===== src/rtl/frogger_collision_scheduler_pkg.sv =====
// Shared definitions for the frog/car collision scheduler and its hit comparator.
//   - Default geometry (car slots, index width, coordinate width, row width).
//   - Scan FSM state encoding.
//   - Helper that sizes the wrap-aware X distance so no coordinate bit is lost.
package frogger_collision_scheduler_pkg;

  localparam int unsigned DEF_NUM_CARS   = 8;
  localparam int unsigned DEF_IDX_W      = 3;
  localparam int unsigned DEF_COORD_W    = 6;
  localparam int unsigned DEF_GAME_WIDTH = 20;

  typedef enum logic [1:0] {
    ST_IDLE  = 2'd0,
    ST_SCAN  = 2'd1,
    ST_DRAIN = 2'd2,
    ST_DONE  = 2'd3
  } scan_state_t;

  // Wide enough for both a full coordinate and the row width, plus one guard bit.
  function automatic int unsigned dx_width(input int unsigned coord_w,
                                           input int unsigned game_width);
    int unsigned gw_bits;
    gw_bits = $clog2(game_width + 1);
    return ((coord_w > gw_bits) ? coord_w : gw_bits) + 1;
  endfunction

endpackage


===== src/rtl/frogger_hit_compare.sv =====
// Combinational frog/car hit test with horizontal wrap-around.
// A hit is a valid car in the frog's row whose X is the same tile or one tile
// to either side, where the row wraps modulo GAME_WIDTH.
// Ports:
//   frog_x, frog_y  in  COORD_W  frog tile position
//   car_x,  car_y   in  COORD_W  car tile position
//   car_valid       in  1        car slot is active
//   hit             out 1        car overlaps or touches the frog
module frogger_hit_compare
  import frogger_collision_scheduler_pkg::*;
#(
  parameter int unsigned COORD_W    = DEF_COORD_W,
  parameter int unsigned GAME_WIDTH = DEF_GAME_WIDTH
) (
  input  logic [COORD_W-1:0] frog_x,
  input  logic [COORD_W-1:0] frog_y,
  input  logic [COORD_W-1:0] car_x,
  input  logic [COORD_W-1:0] car_y,
  input  logic               car_valid,
  output logic               hit
);

  localparam int unsigned DX_W = dx_width(COORD_W, GAME_WIDTH);

  logic [DX_W-1:0] dx;

  // (car_x - frog_x) mod GAME_WIDTH via compare-and-subtract, no divider.
  always_comb begin
    dx = '0;
    if (car_x >= frog_x) begin
      dx = DX_W'(car_x) - DX_W'(frog_x);
    end else begin
      dx = DX_W'(GAME_WIDTH) - (DX_W'(frog_x) - DX_W'(car_x));
    end
  end

  always_comb begin
    hit = car_valid && (car_y == frog_y) &&
          ((dx == DX_W'(0)) || (dx == DX_W'(1)) || (dx == DX_W'(GAME_WIDTH - 1)));
  end

endmodule


===== src/rtl/frogger_collision_scheduler.sv =====
// Per-frame collision scheduler: one shared hit comparator walks every car slot.
// A frame scan latches the frog position, steps the car table read address one
// slot per cycle, evaluates each car the cycle its data returns, and publishes
// a registered verdict (collided flag + lowest colliding index) with a Done pulse.
// Ports:
//   i_Clk, i_Rst       clock, synchronous active-high reset
//   i_Scan_Start       1-cycle scan request (accepted in IDLE or DONE only)
//   i_Frogger_X/Y      frog position, sampled when a scan is accepted
//   o_Car_Idx          car table read address (table answers one cycle later)
//   i_Car_X/Y, i_Car_Valid  car table read data for the previous address
//   o_Busy             scan in progress
//   o_Done             1-cycle pulse when the verdict outputs update
//   o_Collided         frame verdict, held between scans
//   o_Hit_Idx          lowest colliding car index, 0 when none
module frogger_collision_scheduler
  import frogger_collision_scheduler_pkg::*;
#(
  parameter int unsigned NUM_CARS   = DEF_NUM_CARS,
  parameter int unsigned IDX_W      = DEF_IDX_W,
  parameter int unsigned COORD_W    = DEF_COORD_W,
  parameter int unsigned GAME_WIDTH = DEF_GAME_WIDTH
) (
  input  logic               i_Clk,
  input  logic               i_Rst,
  input  logic               i_Scan_Start,
  input  logic [COORD_W-1:0] i_Frogger_X,
  input  logic [COORD_W-1:0] i_Frogger_Y,
  output logic [IDX_W-1:0]   o_Car_Idx,
  input  logic [COORD_W-1:0] i_Car_X,
  input  logic [COORD_W-1:0] i_Car_Y,
  input  logic               i_Car_Valid,
  output logic               o_Busy,
  output logic               o_Done,
  output logic               o_Collided,
  output logic [IDX_W-1:0]   o_Hit_Idx
);

  localparam logic [IDX_W-1:0] LAST_IDX = IDX_W'(NUM_CARS - 1);

  scan_state_t        state;
  logic [COORD_W-1:0] frog_x;
  logic [COORD_W-1:0] frog_y;

  // Evaluate stage: tracks which index the returning car data belongs to.
  logic               eval_pending;
  logic [IDX_W-1:0]   eval_idx;

  // First-hit accumulator for the current frame.
  logic               acc_hit;
  logic [IDX_W-1:0]   acc_idx;

  logic               car_hit;
  logic               eval_hit;

  frogger_hit_compare #(
    .COORD_W    (COORD_W),
    .GAME_WIDTH (GAME_WIDTH)
  ) u_hit_compare (
    .frog_x    (frog_x),
    .frog_y    (frog_y),
    .car_x     (i_Car_X),
    .car_y     (i_Car_Y),
    .car_valid (i_Car_Valid),
    .hit       (car_hit)
  );

  assign eval_hit = eval_pending & car_hit;

  // Scan FSM, read address counter, evaluate stage and verdict registers.
  always_ff @(posedge i_Clk) begin
    if (i_Rst) begin
      state        <= ST_IDLE;
      frog_x       <= '0;
      frog_y       <= '0;
      eval_pending <= 1'b0;
      eval_idx     <= '0;
      acc_hit      <= 1'b0;
      acc_idx      <= '0;
      o_Car_Idx    <= '0;
      o_Busy       <= 1'b0;
      o_Done       <= 1'b0;
      o_Collided   <= 1'b0;
      o_Hit_Idx    <= '0;
    end else begin
      o_Done       <= 1'b0;
      // Data returned next cycle belongs to the address presented this cycle.
      eval_pending <= (state == ST_SCAN);
      eval_idx     <= o_Car_Idx;

      // Scan order is ascending, so the first hit is also the lowest index.
      if (eval_hit && !acc_hit) begin
        acc_hit <= 1'b1;
        acc_idx <= eval_idx;
      end

      case (state)
        ST_IDLE, ST_DONE: begin
          if (i_Scan_Start) begin
            state     <= ST_SCAN;
            frog_x    <= i_Frogger_X;
            frog_y    <= i_Frogger_Y;
            o_Car_Idx <= '0;
            acc_hit   <= 1'b0;
            acc_idx   <= '0;
            o_Busy    <= 1'b1;
          end else begin
            state  <= ST_IDLE;
            o_Busy <= 1'b0;
          end
        end

        ST_SCAN: begin
          if (o_Car_Idx == LAST_IDX) begin
            state <= ST_DRAIN;
          end else begin
            o_Car_Idx <= o_Car_Idx + IDX_W'(1);
          end
        end

        ST_DRAIN: begin
          // Last car is evaluated now; fold its result straight into the verdict.
          state      <= ST_DONE;
          o_Busy     <= 1'b0;
          o_Done     <= 1'b1;
          o_Collided <= acc_hit | eval_hit;
          if (acc_hit) begin
            o_Hit_Idx <= acc_idx;
          end else if (eval_hit) begin
            o_Hit_Idx <= eval_idx;
          end else begin
            o_Hit_Idx <= '0;
          end
        end

        default: begin
          state  <= ST_IDLE;
          o_Busy <= 1'b0;
        end
      endcase
    end
  end

endmodule


===== config.mk =====
export PLATFORM = sky130hd
export DESIGN_NAME = frogger_collision_scheduler
export DESIGN_NICKNAME = d
export VERILOG_FILES = /design/src/rtl/frogger_collision_scheduler_pkg.sv /design/src/rtl/frogger_hit_compare.sv /design/src/rtl/frogger_collision_scheduler.sv
export SDC_FILE = /design/constraint.sdc
export NUM_CORES = 1
export LEC_CHECK = 0
export ABC_AREA = 1
export BUFFER_PORTS_ARGS = -buffer_cell sky130_fd_sc_hd__buf_4
export CAP_MARGIN = 20
export CORE_ASPECT_RATIO = 1.4
export CORE_MARGIN = 1
export CORE_UTILIZATION = 48
export CTS_CLUSTER_SIZE = 24
export DETAILED_ROUTE_END_ITERATION = 8
export PLACE_DENSITY = 0.71
export SLEW_MARGIN = 25
export SYNTH_ARGS = -nofsm -noshare
export SYNTH_HDL_FRONTEND = slang
export SYNTH_HIERARCHICAL = 1
export SYNTH_SLANG_ARGS = --single-unit

===== constraint.sdc =====
create_clock -name i_Clk -period 5 [get_ports i_Clk]
set_clock_uncertainty 0.1 [all_clocks]
set_input_delay 0.5 -clock i_Clk [delete_from_list [all_inputs] [get_ports i_Clk]]
set_output_delay 0.5 -clock i_Clk [all_outputs]
set_load 0.03 [all_outputs]

==> flow_summary.toml, run 1 <==
[clock_network]
cts_hold_buf = 0
root_buffer = "sky130_fd_sc_hd__clkbuf_8"
postCtsSetupRepairBufs = 0
htreeDepth = 2
cts_made_buffers = 5
cts-resized-gates = 0
cts-root-to-sink-buffers = 2
cts_tree = "done"
clock_slew_at_the_register_clock_pins_of_the_worst_setup_and_hold_paths_ns = 0.06
later_pin_clock_latency_in_the_skew_report_ns = 0.29
clock_net_sink_count = 31

[power]
p_sw_mw = 0.513
power.share.combinational_pct = 50.2
sequentialPowerShare_pct = 29.0
clock_power_share_pct = 20.8
p_sw_share_pct = 42.3
p_leak_nw = 1.23
cell_internal_pwr_mw = 0.700
p_per_area_mw_per_mm2 = 510
ir_worst_vdd_v = 0.000376

[yosys]
synth_compound_gate_area_share_pct = 11.6
ys.warnings.count = 6
syn_inst = 291
synth_top_family_by_area = "simple AND/OR/NAND/NOR gates"
ys_async_sr_fraction_pct = 0
synthAdderAreaFrac_pct = 16.1
synth_simple_gate_area_share_pct = 28.0
synth.yosys.seq_area_share_pct = 31.5
synth-edff-count = 0
ys_seq_elements = 31
synth_flop_cell = "sky130_fd_sc_hd__dfxtp_1"
postSynthNetCount = 342
synth.area.mux_share_pct = 0
synth_area_per_cell_sq_um = 6.76
synth.lib_cells_used.distinct = 24
post_synth_xor_area_fraction_pct = 1.34
post_synth_instance_area_sq_mm = 0.00197

[worst_hold_path]
worst_hold_path_type = "input pin to flop"
worst_hold_path_startpoint = "i_Rst"
min_delay_path_depth = 2
hold_path_end = "o_Done$_SDFF_PP0_"

[routing]
route.detailed.drc = 0
detailedRoute.firstIterationViolations = 69
detailroute.via_count = 1842
drt-total-wl_mm = 4.25
drt_pass1_iterations = 5
wire_per_inst_microns = 11.4
drt.antenna.violating_nets = 0
post_drt_via_cell_ratio = 4.93

[floorplan]
initial_utilization_pct = 50.2
die_width_microns = 56.1
design.portCount = 37
die_height_microns = 77.8
core-area_sq_mm = 0.00392
die_footprint_sq_mm = 0.00436
row_count = 27

[placement]
placedInstanceArea_sq_mm = 0.00226
portBuffers = 36
dp_hpwl_mm = 3.42
gpl.final_weighted_congestion = 0.860

[worst_setup_path]
ff2ff_path_depth = 15
criticalPathCategory = "flop to flop"
cp_cell_sequence = "inv_1 > ha_1 > inv_1 > fa_1 > o21bai_1 > a21oi_1 > nand2_1 > nor2_1 > nand2_1 > nand2_1 > nand4_1 > nor2_1 > nand3_1 > nand2_1 > a21oi_1"
max_stage_delay_ns = 0.45
critical_path_at_ns = 2.99
crit_path_top_delay_cell = "sky130_fd_sc_hd__fa_1"
worst_r2r_endpoint = "acc_idx[2]$_SDFF_PP0_"
critical_path.max_fanout = 6
reg2reg_from = "frog_x[2]$_SDFFE_PP0P_"
worst_path_required_ns = 5.07
crit_top_cell = "sky130_fd_sc_hd__nand2_1"
ff2ff_setup_slack_ns = 2.08
timing.critical_path.to_type = "flop"
worstSetupStartpointType = "flop"

[run_status]
run_status = "finished clean"

[sta]
tns_ns = 0
setup_viol = 0
grt_setup_unrepaired = "false"
timing.final.hold_violations = 0
final.period_utilization_pct = 58.4
slew_viol_final = 0
period_needed_ns = 2.92
maxSlewHeadroom_pct = 74.7
max_freq_mhz = 343
worst-slew-pin-transition_ns = 0.378

[global_route]
global_route.overflow_total = 0
grt_util_all_layers_pct = 21.0
vias_in_the_first_global_route = 1743
grt_max_degree = 21
grt_antenna_before_repair = 0
global_route_wire_length_before_repair_mm = 7.14

[flow_run]
drv.max_cap_violation_count = 0

[layout]
drive_above_1_share_pct = 14.8
flow.area_growth_from_synthesis_pct = 21.0
final_cell_mix = "sky130_fd_sc_hd__nand2_1 (62), sky130_fd_sc_hd__inv_1 (49), sky130_fd_sc_hd__nor2_1 (47)"
finalNetCount = 381
finish.instance_area_sq_mm = 0.00238
most_common_cell_after_layout_fill_and_taps_aside = "sky130_fd_sc_hd__nand2_1"
num_antenna_cells = 0
-- state kept, by name, indices dropped and copies added (netlist names) --
| register | count |
|---|---|
| o_Car_Idx | 3 |
| state | 2 |
| o_Hit_Idx | 3 |
| eval_pending | 1 |
| eval_idx | 3 |
| o_Busy | 1 |
| o_Collided | 1 |
| acc_hit | 1 |
| acc_idx | 3 |
| o_Done | 1 |
| frog_y | 6 |
| frog_x | 6 |
-- metrics by stage --
| step | util (%) | std cells | power [mW] | setup WS, ns | hold WS (ns) |
|---|---|---|---|---|---|
| 5_1_grt | 60.8 | 374 | 1.33 | 1.85 | 0.345 |
| 6_report | 60.8 | 374 | 1.21 | 2.08 | 0.343 |
| 4_1_cts | 60.8 | 374 | 1.23 | 2.08 | 0.335 |
| 3_3_place_gp | 57.8 | 366 | 0.959 | 1.94 | 0.350 |
| 2_1_floorplan | - | 291 | 0.825 | 2.33 | 0.339 |
| 3_5_place_dp | 57.8 | 366 | 0.971 | 1.89 | 0.361 |
-- metal layers --
| metal | part of all wire [%] | global-route usage (%) |
|---|---|---|
| met5 | 0 | 0 |
| met4 | 2.9 | 11.0 |
| met1 | 40 | 19.9 |
| met2 | 55 | 40.6 |
| met3 | 2.9 | 5.00 |
-- synth_stat cells (2+ instances only) --
cell type,count,share of area (%)
sky130_fd_sc_hd__fa_1,4,4.1
sky130_fd_sc_hd__a21oi_1,19,4.8
sky130_fd_sc_hd__nand4_1,8,2.5
sky130_fd_sc_hd__nand2_2,2,0.64
sky130_fd_sc_hd__nor2_1,47,9.0
sky130_fd_sc_hd__nand3_1,15,3.8
sky130_fd_sc_hd__o21ai_1,10,2.5
sky130_fd_sc_hd__inv_2,3,0.57
sky130_fd_sc_hd__o21ai_0,9,2.3
sky130_fd_sc_hd__xnor2_1,2,0.89
sky130_fd_sc_hd__buf_2,2,0.51
sky130_fd_sc_hd__inv_1,49,9.3
sky130_fd_sc_hd__ha_1,19,12
sky130_fd_sc_hd__nand2_1,62,12
sky130_fd_sc_hd__dfxtp_1,31,32
-- worst max path at each step --
stage,startpoint,end,slack [ns],cells past startpoint
2_1_floorplan,i_Car_X[1],acc_idx[0]$_SDFF_PP0_,2.33,14
3_3_place_gp,i_Car_X[1],acc_idx[1]$_SDFF_PP0_,1.94,15
3_5_place_dp,i_Car_X[1],acc_idx[2]$_SDFF_PP0_,1.89,15
4_1_cts,frog_x[2]$_SDFFE_PP0P_,acc_idx[2]$_SDFF_PP0_,2.08,15
5_1_grt,frog_x[2]$_SDFFE_PP0P_,acc_idx[2]$_SDFF_PP0_,1.85,15
6_report,frog_x[2]$_SDFFE_PP0P_,acc_idx[2]$_SDFF_PP0_,2.08,15
-- final cells by class --
type | instances | area [sq um]
inverters | 52 | 195
flip-flops and latches | 31 | 621
repair buffers | 36 | 270
multi-input cells | 204 | 1120
fillers | 380 | 1540
clock inverters | 2 | 35.0
well taps | 43 | 53.8
clock buffers | 6 | 82.6
-- power by group through the flow --
| stage | Combinational (mW) | Clock [mW] | Sequential, mW |
|---|---|---|---|
| 2_1_floorplan | 0.440 | 0 | 0.385 |
| 3_3_place_gp | 0.602 | 0 | 0.356 |
| 3_5_place_dp | 0.614 | 0 | 0.357 |
| 4_1_cts | 0.615 | 0.260 | 0.352 |
| 5_1_grt | 0.696 | 0.274 | 0.362 |
| 6_report | 0.609 | 0.252 | 0.352 |
-- cell families (layout without fill, tap and decap cells) --
group,after synthesis,count (layout)
xor gates and xnor gates,3,3
adders and majority gates,23,23
AOI/OAI and AO/OA,43,43
buffers and inverters,56,96
DFF,31,31
and+or+nand+nor,135,135
-- worst max-delay path: cells and delay by family, from the launching register on --
family          cells  cell delay [ns]
simple gates        8             0.95
fa+ha+maj           2             0.84
flops               1             0.41
compound gates      3             0.34
buf+inv             2             0.19
No activity file was read; power rests on OpenSTA's default activity.
==> inputs of run 2 (changes only) <==
--- a/config.mk
+++ b/config.mk
@@ -5,7 +5,7 @@
 export SDC_FILE = /design/constraint.sdc
 export NUM_CORES = 1
 export LEC_CHECK = 0
-export ABC_AREA = 1
+export ABC_AREA = 0
 export BUFFER_PORTS_ARGS = -buffer_cell sky130_fd_sc_hd__buf_4
 export CAP_MARGIN = 20
 export CORE_ASPECT_RATIO = 1.4
==> constraint.sdc (replaced) <==
create_clock -name i_Clk -period 2.7 [get_ports i_Clk]
set_clock_uncertainty 0.1 [all_clocks]
set_input_delay 0.27 -clock i_Clk [delete_from_list [all_inputs] [get_ports i_Clk]]
set_output_delay 0.27 -clock i_Clk [all_outputs]
set_load 0.03 [all_outputs]
==> run 2 against run 1 <==
Against the previous run:
- the flow now finishes with violations (negative setup slack)
- combinational power is 86% higher
- global-route usage is 0.96 points higher
- worst setup slack lost 2.4 ns
- clock power is 60% higher
- largest cell class unchanged
==> flow_summary.toml, run 2 <==
[run_status]
run_status = "finished with violations"
failing_checks = "negative setup slack"

[global_route]
grt_util_all_layers_pct = 22.0
global_route.overflow_total = 0
grt_antenna_before_repair = 0
global_route_wire_length_before_repair_mm = 7.46
grt_max_degree = 26
vias_in_the_first_global_route = 1815

[placement]
dpl.cell_count = 326
portBuffers = 36
gpl.final_weighted_congestion = 0.889
preCtsSetupSlack_ns = -0.355
dp_hpwl_mm = 3.22

[routing]
post_drt_via_cell_ratio = 5.24
route.detailed.drc = 0
detailroute.via_count = 1766
wire_per_inst_microns = 12.9
drt_pass1_iterations = 4
drt-total-wl_mm = 4.35
drt.antenna.violating_nets = 0
detailedRoute.firstIterationViolations = 47

[yosys]
synth_top_cell_area_share_pct = 32.6
synthTopCellsByCount = "sky130_fd_sc_hd__nand2_1 (37), sky130_fd_sc_hd__dfxtp_1 (31), sky130_fd_sc_hd__inv_1 (22)"
syn_inst = 225
netlist.top_cell.by_area = "sky130_fd_sc_hd__dfxtp_1"
synth_flop_cell = "sky130_fd_sc_hd__dfxtp_1"
ys_async_sr_fraction_pct = 0
synth_area_per_cell_sq_um = 8.47
postSynthNetCount = 276
synth_most_common_cell = "sky130_fd_sc_hd__nand2_1"
synth-edff-count = 0
post_synth_instance_area_sq_mm = 0.00191
synth.yosys.seq_area_share_pct = 32.6
synth.top_cells.by_area = "sky130_fd_sc_hd__dfxtp_1 (33%), sky130_fd_sc_hd__ha_1 (12%), sky130_fd_sc_hd__nand2_1 (7.3%), sky130_fd_sc_hd__a21oi_1 (4.5%), sky130_fd_sc_hd__inv_1 (4.3%)"
ys.warnings.count = 6
synth.lib_cells_used.distinct = 47
ys_seq_elements = 31

[worst_setup_path]
worstSetupStartpointType = "flop"
cp-startpoint = "frog_x[3]$_SDFFE_PP0P_"
cp_cell_sequence = "inv_2 > ha_4 > inv_2 > fa_2 > nor3b_1 > a211o_1 > or4_4 > a221oi_4 > buf_4 > buf_4 > a21oi_2 > a211oi_1"
timing.critical_path.max_delay_family = "compound AO/OA/AOI/OAI gates"
reg2reg_from = "frog_x[3]$_SDFFE_PP0P_"
crit_path_top_delay_cell = "sky130_fd_sc_hd__fa_2"
max_stage_delay_ns = 0.56
worst_path_required_ns = 2.80
critical_path_buf_inv_count = 4
critical_path_at_ns = 3.09
criticalPathCategory = "flop to flop"
timing.critical_path.to_type = "flop"
critical_path.max_fanout = 4

[clock_network]
cts_made_buffers = 5
clock_net_sink_count = 31
clock_slew_at_the_register_clock_pins_of_the_worst_setup_and_hold_paths_ns = 0.07
root_buffer = "sky130_fd_sc_hd__clkbuf_8"
htreeDepth = 2
later_pin_clock_latency_in_the_skew_report_ns = 0.28
cts-root-to-sink-buffers = 2
cts_tree = "done"

[sta]
max_freq_mhz = 334
period_needed_ns = 2.99
maxSlewHeadroom_pct = 67.3
timing.final.hold_violations = 0
final.period_utilization_pct = 111
worst-slew-pin-transition_ns = 0.489
slew_viol_final = 0
setup_viol = 8
tns_ns = -1.92
postLayoutSetupSlackWorst_ns = -0.290
grt_setup_unrepaired = "true"

[floorplan]
row_count = 26
die_height_microns = 76.6
die_footprint_sq_mm = 0.00423
die_width_microns = 55.3
core-area_sq_mm = 0.00371
initial_utilization_pct = 51.4
design.portCount = 37

[power]
p_per_area_mw_per_mm2 = 806
p_leak_nw = 1.15
ir_worst_vdd_v = 0.000740

[layout]
num_antenna_cells = 0
most_common_cell_after_layout_fill_and_taps_aside = "sky130_fd_sc_hd__buf_4"
finalNonFillerCells = 337
layout_top_registers = "frog_x x6, frog_y x6"
final_cell_mix = "sky130_fd_sc_hd__buf_4 (68), sky130_fd_sc_hd__nand2_1 (37), sky130_fd_sc_hd__dfxtp_1 (28)"
finalNetCount = 345
drive_above_1_share_pct = 33.9
post-route-util_pct = 71.9
flow.area_growth_from_synthesis_pct = 39.9

[worst_hold_path]
worst_hold_path_type = "input pin to flop"
worst_hold_path_startpoint = "i_Frogger_X[2]"

[flow_run]
drv.max_cap_violation_count = 0
-- run 2: path summary, 6_finish.rpt --
kind / slack [ns] / cells past startpoint / endpoint
min: 0.12 / 3 / frog_x[2]$_SDFFE_PP0P_
max: -0.29 / 12 / o_Collided$_SDFFE_PP0P_
min reg2reg: 0.36 / 2 / frog_x[1]$_SDFFE_PP0P_
max reg2reg: -0.29 / 12 / o_Collided$_SDFFE_PP0P_
-- run 2: kinds of logic (layout without fill, tap and decap cells) --
| family | count (synthesis) | after routing | synth area share (%) |
|---|---|---|---|
| flops | 31 | 31 | 32.6 |
| simple gates | 81 | 81 | 21.0 |
| buf+inv | 28 | 98 | 6.24 |
| fa+ha+maj | 23 | 23 | 16.7 |
| compound gates | 50 | 50 | 17.5 |
| xor+xnor | 11 | 11 | 5.45 |
| mux | 1 | 1 | 0.525 |
-- run 2: report_power, final --
part           switching [mW]  internal [mW]  total, mW
Combinational           0.593          0.538       1.13
Sequential             0.0606          0.553      0.614
Clock                   0.170          0.232      0.402
Total                   0.824           1.32       2.15
-- run 2: per-layer routing --
layer	routed length [microns]	track usage (%)
met3	153	5.26
met2	2360	41.4
met1	1790	23.3
met5	0	0
met4	39	7.25
-- run 2: area by class of cell --
type | instances | area, sq um
clock buffers | 7 | 96.3
fillers | 305 | 1040
multi-input cells | 166 | 1290
repair buffers | 68 | 510
clock inverters | 1 | 7.51
well taps | 42 | 52.6
flip-flops and latches | 31 | 624
inverters | 22 | 82.6
-- run 2: timing repair --
action	in CTS	in global routing
endpoints found under the setup margin	8	8
hold endpoints to repair	0	0
hold buffers	0	0
pin swaps	9	6
buffers inserted	1	2
resized for setup	4	6
-- run 2: stage by stage --
stage / hold WS (ns) / power [mW] / area [sq um]
2_1_floorplan: 0.250 / 1.34 / 1970
3_3_place_gp: 0.346 / 1.67 / 2480
3_5_place_dp: 0.348 / 1.69 / 2480
4_1_cts: 0.126 / 2.10 / 2600
5_1_grt: 0.134 / 2.31 / 2670
6_report: 0.124 / 2.15 / 2670
-- run 2: tightest hold or removal path: stages --
cell and delay, ns:
sky130_fd_sc_hd__buf_4 0.10, sky130_fd_sc_hd__nand2_1 0.04, sky130_fd_sc_hd__a21oi_1 0.05
